[src/rtl/video_stream_capture.sv]
// Capture front-end for a {hsync, vsync, rgb} game-core video stream.
// Recovers pixel coordinates from sync edges and emits expanded pixels.
module video_stream_capture #(
    parameter int   H_TOTAL  = 800,
    parameter int   V_TOTAL  = 525,
    parameter int   H_ACTIVE = 640,
    parameter int   V_ACTIVE = 480,
    parameter int   H_BP     = 48,
    parameter int   V_BP     = 33,
    parameter int   CH_W_IN  = 1,
    parameter int   CH_W_OUT = 8,
    parameter logic SYNC_ACT = 1'b0,
    parameter int   FRAME_W  = 8
) (
    input  logic                        clk,
    input  logic                        reset,
    input  logic                        pix_en,
    input  logic                        hsync,
    input  logic                        vsync,
    input  logic [3*CH_W_IN-1:0]        rgb,
    input  logic                        start,
    input  logic [FRAME_W-1:0]          frame_limit,
    output logic                        pix_valid,
    output logic [$clog2(H_ACTIVE)-1:0] pix_x,
    output logic [$clog2(V_ACTIVE)-1:0] pix_y,
    output logic [3*CH_W_OUT-1:0]       pix_data,
    output logic                        frame_done,
    output logic [FRAME_W-1:0]          frame_cnt,
    output logic                        busy,
    output logic                        done,
    output logic                        sync_err
);

    localparam int HW = $clog2(H_TOTAL + 1);
    localparam int VW = $clog2(V_TOTAL + 1);
    localparam int XW = $clog2(H_ACTIVE);
    localparam int YW = $clog2(V_ACTIVE);

    localparam logic [HW-1:0] H_MAX = HW'(H_TOTAL);
    localparam logic [HW-1:0] H_LO  = HW'(H_BP);
    localparam logic [HW-1:0] H_HI  = HW'(H_BP + H_ACTIVE);
    localparam logic [VW-1:0] V_MAX = VW'(V_TOTAL);
    localparam logic [VW-1:0] V_LO  = VW'(V_BP);
    localparam logic [VW-1:0] V_HI  = VW'(V_BP + V_ACTIVE);

    typedef enum logic [1:0] {
        IDLE,
        ARM,
        CAPTURE,
        DONE
    } state_t;

    state_t state;
    state_t state_nxt;

    logic                   hs_q;
    logic                   vs_q;
    logic                   h_tr;
    logic                   v_tr;
    logic                   h_seen;
    logic                   in_act;
    logic                   run;
    logic                   arming;
    logic                   fd_nxt;
    logic                   err_hit;
    logic                   take_pix;
    logic [HW-1:0]          h_cnt;
    logic [VW-1:0]          v_cnt;
    logic [FRAME_W-1:0]     limit_q;
    logic [FRAME_W-1:0]     cnt_inc;
    logic [3*CH_W_OUT-1:0]  rgb_exp;

    assign h_tr = pix_en && (hs_q == SYNC_ACT) && (hsync != SYNC_ACT);
    assign v_tr = pix_en && (vs_q == SYNC_ACT) && (vsync != SYNC_ACT);

    assign in_act = (h_cnt >= H_LO) && (h_cnt < H_HI) &&
                    (v_cnt >= V_LO) && (v_cnt < V_HI);

    assign run      = (state == ARM) || (state == CAPTURE);
    assign busy     = run;
    assign done     = (state == DONE);
    assign arming   = start && ((state == IDLE) || (state == DONE));
    assign take_pix = pix_en && (state == CAPTURE) && in_act;
    assign cnt_inc  = frame_cnt + 1'b1;

    // First line after arming is ignored: counters may be mid-line.
    assign err_hit = (h_tr && h_seen && (h_cnt != H_MAX - 1'b1)) ||
                     (v_tr && (state == CAPTURE) &&
                      (v_cnt != V_MAX - 1'b1)) ||
                     (pix_en && (h_cnt == H_MAX));

    // MSB-first replication of each channel, truncated to output width.
    for (genvar c = 0; c < 3; c++) begin : g_ch
        for (genvar i = 0; i < CH_W_OUT; i++) begin : g_bit
            assign rgb_exp[c*CH_W_OUT + CH_W_OUT-1-i] =
                rgb[c*CH_W_IN + CH_W_IN-1 - (i % CH_W_IN)];
        end
    end

    always_comb begin
        state_nxt = state;
        fd_nxt    = 1'b0;
        unique case (state)
            IDLE, DONE: begin
                if (start) state_nxt = ARM;
            end
            ARM: begin
                if (v_tr) state_nxt = CAPTURE;
            end
            CAPTURE: begin
                if (v_tr) begin
                    fd_nxt = 1'b1;
                    if ((limit_q != '0) && (cnt_inc == limit_q))
                        state_nxt = DONE;
                end
            end
            default: state_nxt = IDLE;
        endcase
    end

    always_ff @(posedge clk) begin
        if (!reset) begin
            state      <= IDLE;
            hs_q       <= ~SYNC_ACT;
            vs_q       <= ~SYNC_ACT;
            h_cnt      <= '0;
            v_cnt      <= '0;
            h_seen     <= 1'b0;
            limit_q    <= '0;
            pix_valid  <= 1'b0;
            pix_x      <= '0;
            pix_y      <= '0;
            pix_data   <= '0;
            frame_done <= 1'b0;
            frame_cnt  <= '0;
            sync_err   <= 1'b0;
        end else begin
            state <= state_nxt;
            if (pix_en) begin
                hs_q <= hsync;
                vs_q <= vsync;
                if (h_tr)
                    h_cnt <= '0;
                else if (h_cnt != H_MAX)
                    h_cnt <= h_cnt + 1'b1;
                if (v_tr)
                    v_cnt <= '0;
                else if (h_tr && (v_cnt != V_MAX))
                    v_cnt <= v_cnt + 1'b1;
            end
            pix_valid <= take_pix;
            if (take_pix) begin
                pix_x    <= XW'(h_cnt - H_LO);
                pix_y    <= YW'(v_cnt - V_LO);
                pix_data <= rgb_exp;
            end else begin
                pix_x    <= '0;
                pix_y    <= '0;
                pix_data <= '0;
            end
            frame_done <= fd_nxt;
            if (arming) begin
                frame_cnt <= '0;
                sync_err  <= 1'b0;
                h_seen    <= 1'b0;
                limit_q   <= frame_limit;
            end else begin
                if (fd_nxt)
                    frame_cnt <= cnt_inc;
                if (run && err_hit)
                    sync_err <= 1'b1;
                if (run && h_tr)
                    h_seen <= 1'b1;
            end
        end
    end

endmodule

[config.mk]
export PLATFORM = sky130hd
export DESIGN_NAME = video_stream_capture
export DESIGN_NICKNAME = d
export VERILOG_FILES = /design/src/rtl/video_stream_capture.sv
export SDC_FILE = /design/constraint.sdc
export NUM_CORES = 1
export LEC_CHECK = 0
export CAP_MARGIN = 20
export CORE_MARGIN = 2
export CORE_UTILIZATION = 45
export DETAILED_ROUTE_END_ITERATION = 16
export GPL_ROUTABILITY_DRIVEN = 1
export PLACE_DENSITY = 0.81
export SYNTH_ARGS = -nofsm -noshare
export SYNTH_HDL_FRONTEND = slang
export SYNTH_SLANG_ARGS = --single-unit
[constraint.sdc]
create_clock -name clk -period 2.7 [get_ports clk]
set_input_delay 0.54 -clock clk [delete_from_list [all_inputs] [get_ports clk]]
set_output_delay 0.54 -clock clk [all_outputs]
set_load 0.05 [all_outputs]
== Word-level counts from Yosys, hierarchy flattened ==
Cells that the tools add are included.

* Add/subtract/negate cells: 5
* Multiply operators: 0
* Divide/modulo/power cells: 0
* $lt $le $gt $ge: 4
* Equality and inequality tests: 13
* Shift-type cells: 0
* Mux-type cells: 11
* Bitwise logic cells: 3
* Reduce and logical (&&, ||, !) cells: 33

{| class="wikitable"
|+ Operators by type and width
! cell !! number
|-
| 10-bit 2-to-1 mux || 4
|-
| 10-bit != test (second input constant) || 4
|-
| 10-bit by 1-bit adder with 10-bit output (second input constant) || 2
|-
| 10-bit by 6-bit greater-or-equal comparator with 1-bit output (second input constant) || 2
|-
| 10-bit less-than comparator (second input constant) || 2
|-
| 1-bit logical AND || 19
|-
| 10-bit == test (second input constant) || 1
|-
| 10-bit by 6-bit subtractor with 10-bit output (second input constant) || 1
|-
| 9-bit by 6-bit subtractor with 9-bit output (second input constant) || 1
|-
| 8-bit by 1-bit adder with 8-bit output (second input constant) || 1
|-
| 8-bit == test || 1
|-
| 2-bit 2-to-1 mux || 4
|-
| 8-bit nonzero test || 1
|-
| 2-bit != test (second input constant) || 3
|-
| 2-bit case mux with 3 select lines || 1
|-
| 2-bit AND reduction || 3
|-
| 2-bit == test (second input constant) || 2
|-
| 1-bit logical OR || 4
|-
| 4-bit AND reduction || 1
|-
| 2-bit nonzero test || 2
|-
| 2-bit OR reduction || 2
|-
| 1-bit inverter || 3
|-
| 2-bit by 1-bit == test with 1-bit output (second input constant) || 1
|-
| 2-bit logical NOT || 1
|-
| 2 further kinds || 3
|}

* Register bits: 80
* Bits in latches: 0
* Memory bits (writable): 0
* ROM bits: 0
* Bits of input ports: 17
* Output and inout bits: 56
* Word-level logic and storage cells: 83
* Memories: 0

== Longest topological paths before layout ==
Gate-level depths: netlist (run 1).

* Depth in word-level cells: 8
* Depth in mapped cells: 9
* Depth with buffers taken out: 8

== Worst setup path before layout (run 1) ==
OpenSTA, ideal clock, no wires.

* Path type: reg-to-reg
* From: register frame_cnt[0]
* To: register state[0]
* Setup time: 0.126 ns
* Arrival time: 2.141 ns
* Required time: 2.574 ns
* Path slack: 0.433 ns
* Stages on the path, launching flop included: 8
* Path buffers: 0
* Clock period less this slack: 2.267 ns
* Cell sequence: dfxtp_1 ha_1 nand3_1 or2_2 xnor2_1 a2111oi_1 a21oi_1 mux2i_1

* Longest elaborated chain between the ends: 5

{| class="wikitable"
|+ RTL lines
! item !! line !! RTL
|-
| start, declared || 28 || <nowiki>output logic [FRAME_W-1:0] frame_cnt,</nowiki>
|-
| start signal, assigned || 169 || <nowiki>frame_cnt <= cnt_inc;</nowiki>
|-
| 8-bit by 1-bit adder with 8-bit output || 84 || <nowiki>assign cnt_inc = frame_cnt + 1'b1;</nowiki>
|-
| 8-bit == test || 113 || <nowiki>if ((limit_q != '0) && (cnt_inc == limit_q))</nowiki>
|-
| 1-bit logical AND || 113 ||
|-
| 2-bit by 1-bit != test with 1-bit output (no line) || n/a ||
|-
| 4-bit AND reduction (no line) || n/a ||
|-
| end signal, assigned || 138 || <nowiki>state <= state_nxt;</nowiki>
|-
| end, declared || 53 || <nowiki>state_t state;</nowiki>
|}

Every way passes these cells.
A chain may end at the register's enable or synchronous reset.

== Worst setup path in the final report (run 1) ==
* From: register state[0]
* To: output done

* Longest elaborated chain between the ends: 1

{| class="wikitable"
|+ RTL lines
! item !! line !! RTL
|-
| 2-bit == test || 81 || <nowiki>assign done = (state == DONE);</nowiki>
|-
| end, declared || 30 || <nowiki>output logic done,</nowiki>
|}

Every way passes these cells.

==> implementation parameters, run 1 <==
Parameter                              Value

Setup path
  Critical path endpoint category    output pin
  Peak per-stage delay on the critical path    800 ps
  Worst Setup Start Kind    flop
  Critical-path maximum fanout    5
  Cell type of the slowest stage on the worst timing path    sky130_fd_sc_hd__clkdlybuf4s50_1
  Setup Crit Path Kind    reg2out
  Cell family contributing the most delay on the critical path    buffers and inverters
  Buffers plus inverters on the worst setup path    1
  Data required time at the worst endpoint    2160 ps
  WP data arrival    between 1500 and 2000 ps
  Worst-path cell chain    ha_1 -> clkdlybuf4s50_1

STA
  Final worst hold slack    approximately 480 ps
  Setup TNS after final layout    0 ps
  Post-route fraction of the period consumed by the critical path    roughly 84%
  Max_slew headroom    between 60% and 70%
  Post-route setup slack    roughly 430 ps
  Slew at the pin closest to its max-slew limit    just over 500 ps
  Skew final    around 9.3 ps
  Final min period    between 2000 and 2500 ps
  Number of hold violations in the final report    0
  Number of max-slew violations in the final report    0
  Unrepaired setup endpoints after global routing    no
  Maximum operating frequency    roughly 440 MHz
  Number of setup violations in the final report    0

Synthesis
  Number of storage elements in the synthesis netlist    66
  Most used standard cells in the synthesized netlist    sky130_fd_sc_hd__dfxtp_1 (66), sky130_fd_sc_hd__nor2_1 (55), sky130_fd_sc_hd__nand2_1 (33), sky130_fd_sc_hd__buf_4 (24)
  Area of the mapped netlist    3260 µm²
  Biggest area contributors in the synthesized netlist    sky130_fd_sc_hd__dfxtp_1 (41%), sky130_fd_sc_hd__nor2_1 (6.3%), sky130_fd_sc_hd__xnor2_1 (5.9%)
  Post-synthesis net count    408
  Most used flip-flop cell after synthesis    sky130_fd_sc_hd__dfxtp_1
  Cell with the most instances after synthesis    sky130_fd_sc_hd__dfxtp_1
  EDFF count, synth    0
  Synthesized instance count    between 300 and 400
  Register area share after synthesis    between 40% and 50%
  Warning count from the yosys run    0
  Average cell area after synthesis    8.62 µm²
  Cell type with the highest aggregate area in the netlist    sky130_fd_sc_hd__dfxtp_1
  Share of synthesized flip-flops with an asynchronous set or reset    0%
  Yosys top cell area share    around 40%
  Number of unique standard cell types used by synthesis    50

Clock network
  Buffers from clock root to sink, at most    2
  H-tree depth reported by CTS    3
  Skew-Pair Late Insertion Delay    about 340 ps
  Num CTS Buffers    9
  Clock tree from TritonCTS    built
  Clock tree sinks    66
  Setup Buffers After CTS    0
  Clock Tree Root    sky130_fd_sc_hd__clkbuf_8
  Clock transition time at the flip-flop clock pins of the worst setup and hold paths    70 ps
  Number of buffers inserted for hold repair after clock tree synthesis    0
  Post_cts resized    0

Global route
  Largest net degree at the start of global routing    19
  Number of global-route vias before repair    around 2500
  Global-route wire length before repair    around 11000 µm
  Global route total overflow    0
  GRT Overall Usage    between 10% and 20%
  Number of antenna violations at the first check in global routing    0

Placement
  Pre-CTS setup slack    around 160 ps
  Cell Count Post-Placement    519
  Final estimated routing congestion in global placement    ~0.87
  Placed cell areas    roughly 3900 µm²
  Post-detail-place hpwl    around 5000 µm
  Number of I/O port buffers    72

Die
  Die Span Y    between 80 and 90 µm
  Top-Level Pins    73
  Die X    a little under 90 µm
  Total die area    7940 µm²
  Effective utilization at floorplan    a little under half
  Core area    7140 µm²
  Number of standard-cell rows in the floorplan    31

Cells and area
  Final cell area excluding filler cells    4090 µm²
  Non-Filler Instances    533
  Fill cell instance count of the final layout    approximately 650
  Fraction of layout instances using a drive strength above 1    between 6 and 7%
  Total Nets Final    approximately 460
  P&R area growth vs syn    25.4%
  Number of inserted diodes    0

Route
  Via count    2708
  Vias/cell    5.08
  Post-detailed-route wirelength per cell    between 10 and 15 µm
  Final routed wirelength across all metal layers    6720 µm
  DRC Markers    0
  Number of DRC markers after the initial detailed-route iteration    approximately 110
  Number of search-and-repair iterations in the first detailed-routing pass    5
  Number of routed nets with antenna violations    0

Flow run
  Max-capacitance violation count    0

Pwr
  Maximum resistive drop on vdd    between 0.0004 and 0.0005 V
  Leakage power    1.58 nW
  Power density normalized to cell area    between 500 and 600 nW/µm²

Outcome
  Outcome    finished clean

Worst hold path
  Tightest Hold Check Type    reg2reg
==> layout by cell type (no fill, tap or decap), types with 2 or more instances in the layout <==
master                            instances
sky130_fd_sc_hd__nor3b_1                  2
sky130_fd_sc_hd__clkdlybuf4s50_1         71
sky130_fd_sc_hd__clkbuf_8                11
sky130_fd_sc_hd__dfxtp_1                 66
sky130_fd_sc_hd__clkinv_2                 2
sky130_fd_sc_hd__o21ai_0                 13
sky130_fd_sc_hd__a21boi_0                10
sky130_fd_sc_hd__xnor2_1                 22
sky130_fd_sc_hd__xor2_1                  14
sky130_fd_sc_hd__a21oi_1                 13
sky130_fd_sc_hd__nor4_1                   2
sky130_fd_sc_hd__and3_1                   4
sky130_fd_sc_hd__nand2b_1                 2
sky130_fd_sc_hd__mux2i_1                  4
sky130_fd_sc_hd__nand3_1                 19
sky130_fd_sc_hd__a211o_1                  2
sky130_fd_sc_hd__nand4_1                  5
sky130_fd_sc_hd__and4_1                   3
sky130_fd_sc_hd__or2_2                    2
sky130_fd_sc_hd__nand2_1                 33
sky130_fd_sc_hd__buf_4                    6
sky130_fd_sc_hd__inv_1                   22
sky130_fd_sc_hd__nor2_1                  55
sky130_fd_sc_hd__ha_1                    13
sky130_fd_sc_hd__nand4b_1                 2
sky130_fd_sc_hd__or3_1                    6
sky130_fd_sc_hd__nor2b_1                  2
sky130_fd_sc_hd__nor3_1                   5
==> per-stage QoR <==
| stage | total power [mW] | util [%] |
|---|---|---|
| CTS | 2.34 | 57.3 |
| finish | 2.32 | 57.3 |
| global placement | 1.52 | 54.6 |
| global route | 2.44 | 57.3 |
| floorplan | 1.41 | - |
| detailed placement | 1.53 | 54.6 |
==> state kept, by name, summed over array words and instances (netlist names) <==
register / flops
vs_q: 1
frame_cnt: 8
hs_q: 1
pix_data: 3
state: 2
frame_done: 1
h_seen: 1
pix_y: 9
pix_valid: 1
sync_err: 1
v_cnt: 10
limit_q: 8
pix_x: 10
h_cnt: 10
==> routing by layer <==
metal / GRT usage, % / wire length [µm] / vias up
met1: 21.5 / 3030 / 1247
met4: 6.65 / 99 / 0
li1: - / - / 1351
met5: 0 / 0 / -
met2: 30.8 / 3150 / 99
met3: 5.63 / 438 / 11
==> report_power, final <==
part	internal, mW	switching, mW	total, mW
Sequential	1.02	0.0464	1.07
Combinational	0.169	0.271	0.441
Clock	0.463	0.346	0.810
==> worst reg2reg max path, cell delays in order, from the launching register on <==
cell	delay, ps
sky130_fd_sc_hd__dfxtp_1	380
sky130_fd_sc_hd__inv_1	100
sky130_fd_sc_hd__ha_1	260
sky130_fd_sc_hd__nor4b_2	360
sky130_fd_sc_hd__o21ai_0	170
sky130_fd_sc_hd__nor2_1	150
sky130_fd_sc_hd__nor2_1	70
sky130_fd_sc_hd__o21ai_2	200
sky130_fd_sc_hd__buf_4	250
sky130_fd_sc_hd__nor2_1	70
==> worst paths after layout <==
path	slack (ps)	depth (start not counted)	from	endpoint
worst min register to register	480	2	hs_q$_SDFFE_PN1P_	hs_q$_SDFFE_PN1P_
worst max register to register	570	9	v_cnt[0]$_SDFFE_PN0P_	pix_y[3]$_SDFF_PN0_
worst min-delay path	480	2	hs_q$_SDFFE_PN1P_	hs_q$_SDFFE_PN1P_
worst max-delay path	430	2	state[0]$_SDFFE_PN0P_	done
==> area by class of cell <==
cell class,count,area (µm²),area share [%]
clock buffer,11,151,3.70
sequential,66,1320,32.3
timing repair buffer,77,756,18.5
clock inverter,3,40.0,0.979
inverter,22,82.6,2.02
tap,99,124,3.03
multi-input combinational,255,1610,39.5
==> cells by family after synthesis <==
logic type,after synthesis,share of synthesized area (%)
mux,4,1.23
fa+ha+maj,13,4.99
flops,66,40.5
compound gates,50,10.2
simple gates,152,23.4
xor+xnor,36,9.67
buf+inv,57,9.98
Note: power is estimated with default switching activity, not from simulation.
==> inputs of run 2 (changes only) <==
==> constraint.sdc (replaced) <==
create_clock -name clk -period 2.2 [get_ports clk]
set_input_delay 0.44 -clock clk [delete_from_list [all_inputs] [get_ports clk]]
set_output_delay 0.44 -clock clk [all_outputs]
set_load 0.05 [all_outputs]
==> run 2 against run 1 <==
Core utilization up 1.8 points. Wire length up 1.5%. Non-clock buffer count up 9. Design area up 3.1%. Critical path type unchanged. Largest cell class unchanged. Worst hold slack better by 2.9 ps. Final cell count up 2.1%. Count of clock-buffer cells in the layout unchanged. Register-to-register slack worse by 320 ps.
==> implementation parameters, run 2 (synthesis gave the netlist of run 1 again) <==
Parameter                              Value

STA
  Final min period    approximately 2100 ps
  Slew at the pin closest to its max-slew limit    520 ps (+3.12 ps)
  Maximum operating frequency    around 470 MHz
  Max_slew headroom    65.2% (-0.21 points)
  Unrepaired setup endpoints after global routing    no
  Number of setup violations in the final report    0 (unchanged)
  Final worst hold slack    479 ps (+2.94 ps)
  Post-route fraction of the period consumed by the critical path    approximately 96%
  Number of max-slew violations in the final report    0 (unchanged)
  Number of hold violations in the final report    0 (unchanged)
  Skew final    7.21 ps (-2.06 ps)

Global route
  Global-route wire length before repair    11200 µm (about the same)
  M2 GR Usage    30.4% (-0.40 points)
  Met3 track demand over resource    6.56% (+0.92 points)
  Largest net degree at the start of global routing    22 (+3)
  Number of global-route vias before repair    2525 (+0.92%)
  GRT Overall Usage    18.3% (+0.16 points)
  Global route total overflow    0 (unchanged)
  Number of antenna violations at the first check in global routing    0 (unchanged)
  GRT met1 Usage    22.0% (+0.50 points)
  Highest-utilization routing layer at the global route stage    met2

Setup path
  Cell family contributing the most delay on the critical path    buffers and inverters
  Data required time at the worst endpoint    1760 ps (-400 ps)
  Stages on worst setup path    1 (-1)
  Setup Crit Path Kind    reg2out
  Worst-path cell chain    clkdlybuf4s50_1
  Critical register-to-register path endpoint    state[0]$_SDFFE_PN0P_
  Critical-path maximum fanout    8 (+3)
  Launch point of the worst path    frame_cnt[4]$_SDFFE_PP0P_
  Worst r2r path cells    7 (-2)
  Cell type of the slowest stage on the worst timing path    sky130_fd_sc_hd__clkdlybuf4s50_1
  Worst Setup Start Kind    flop
  Peak per-stage delay on the critical path    860 ps (+60 ps)
  R2R Setup Slk    250 ps (-320 ps)
  WP data arrival    1670 ps (-60 ps)
  Buffers plus inverters on the worst setup path    1 (unchanged)
  Crit path to    frame_cnt[4]
  Reg2reg start    frame_cnt[1]$_SDFFE_PP0P_
  Critical path endpoint category    output pin

Die
  Die Span Y    89.1 µm (unchanged)
  Effective utilization at floorplan    45.7% (unchanged)
  Core area    7140 µm² (unchanged)
  Die X    89.1 µm (unchanged)
  Top-Level Pins    73 (unchanged)
  Number of standard-cell rows in the floorplan    31 (unchanged)
  Total die area    7940 µm² (unchanged)

Clock network
  Clock tree from TritonCTS    built
  Clock transition time at the flip-flop clock pins of the worst setup and hold paths    70 ps (about the same)
  Clock tree sinks    66 (unchanged)
  Number of buffers inserted for hold repair after clock tree synthesis    0 (unchanged)
  H-tree depth reported by CTS    3 (unchanged)
  Clock Tree Root    sky130_fd_sc_hd__clkbuf_8
  Post_cts resized    0 (unchanged)
  Setup Buffers After CTS    0 (unchanged)
  Buffers from clock root to sink, at most    2 (unchanged)
  Num CTS Buffers    9 (unchanged)
  Skew-Pair Late Insertion Delay    340 ps (about the same)

Route
  Final routed wirelength across all metal layers    6820 µm (+1.5%)
  Vias/cell    4.99 (-1.9%)
  Number of DRC markers after the initial detailed-route iteration    143 (+25%)
  Number of routed nets with antenna violations    0 (unchanged)
  DRC Markers    0 (unchanged)
  Number of search-and-repair iterations in the first detailed-routing pass    4 (-1)
  Via count    2712 (+0.15%)
  Post-detailed-route wirelength per cell    12.5 µm (-0.51%)

Cells and area
  Area occupied by multi-input gates    1610 µm² (unchanged)
  Registers with the most flip-flops    h_cnt (10), pix_x (10), v_cnt (10)
  Final cell area excluding filler cells    4220 µm² (+3.1%)
  Non-Filler Instances    544 (+2.1%)
  Sequential cell area    1320 µm² (+0.19%)
  Total Nets Final    470 (+2.0%)
  Final standard cell utilization of the core    59.1% (+1.8 points)
  Fraction of layout instances using a drive strength above 1    9.44% (+2.5 points)
  Number of inserted diodes    0 (unchanged)
  Fill cell instance count of the final layout    632 (-3.2%)
  Most frequent cells in the layout    sky130_fd_sc_hd__clkdlybuf4s50_1 (69), sky130_fd_sc_hd__dfxtp_1 (64), sky130_fd_sc_hd__nor2_1 (55), sky130_fd_sc_hd__nand2_1 (33)
  Most common cell after layout, fill and taps aside    sky130_fd_sc_hd__clkdlybuf4s50_1
  P&R area growth vs syn    29.3%

Pwr
  Maximum resistive drop on vdd    0.000787 V (+58%)
  Switching part of the total power    28.4% (-0.28 points)
  Cell-internal power    2.18 mW (+32%)
  Total power draw    3.05 mW (+32%)
  Comb power frac    20.3% (+1.3 points)
  Clock Power Share    36.7% (+1.8 points)
  Part of the power in registers    43.0% (-3.0 points)
  Switching power of the nets    0.865 mW (+30%)
  Leakage power    1.68 nW (+6.3%)
  Power density normalized to cell area    723 nW/µm² (+28%)

Placement
  Final estimated routing congestion in global placement    0.893 (+2.1%)
  Cell Count Post-Placement    528 (+1.7%)
  Number of I/O port buffers    72 (unchanged)
  Post-detail-place hpwl    5130 µm (+2.1%)
  Placed cell areas    3990 µm² (+2.4%)

Outcome
  Outcome    finished clean

Worst hold path
  Tightest Hold Check Type    reg2reg

Flow run
  Max-capacitance violation count    0 (unchanged)
run 2: worst min-delay path by stage:
stage	startpoint	endpoint	slack [ps]	depth (start not counted)
floorplan	hs_q$_SDFFE_PN1P_	hs_q$_SDFFE_PN1P_	430	2
CTS	h_seen$_SDFFE_PP0P_	h_seen$_SDFFE_PP0P_	490	2
global route	h_seen$_SDFFE_PP0P_	h_seen$_SDFFE_PP0P_	510	2
detailed placement	hs_q$_SDFFE_PN1P_	hs_q$_SDFFE_PN1P_	470	2
finish	h_seen$_SDFFE_PP0P_	h_seen$_SDFFE_PP0P_	480	2
global placement	h_seen$_SDFFE_PP0P_	h_seen$_SDFFE_PP0P_	450	2
run 2: through the flow:
step	setup WS (ps)	setup TNS, ps
2_1_floorplan	138	0
3_3_place_gp	8.75	0
3_5_place_dp	-38.9	-45.0
4_1_cts	0.107	0
5_1_grt	7.81	0
6_report	86.4	0
run 2: worst register-to-register path, cell delays in order (launching register included):
cell                        delay, ps
sky130_fd_sc_hd__dfxtp_2          360
sky130_fd_sc_hd__ha_1             220
sky130_fd_sc_hd__nand3_1          170
sky130_fd_sc_hd__or2_2            360
sky130_fd_sc_hd__xnor2_1          140
sky130_fd_sc_hd__a2111oi_1        270
sky130_fd_sc_hd__a21oi_1          170
sky130_fd_sc_hd__mux2i_1          140
run 2: routing by layer:
metal,vias to the layer above,part of all wire [%]
met5,-,0
met4,0,1.4
met3,10,7.0
met2,79,46
met1,1261,46
li1,1362,-
run 2: power by group through the flow:
stage	registers, mW	clock network [mW]	logic (mW)
6_report	1.31	1.12	0.619
5_1_grt	1.32	1.19	0.682
4_1_cts	1.31	1.14	0.623
3_5_place_dp	1.34	0	0.616
3_3_place_gp	1.33	0	0.606
2_1_floorplan	1.32	0	0.408
run 2: cell type report:
class                      count  area share [%]
sequential                    66            31.4
tap                           99            2.94
multi-input combinational    255            38.3
inverter                      22            1.96
timing repair buffer          86            20.2
clock buffer                  11            3.35
clock inverter                 5            1.84
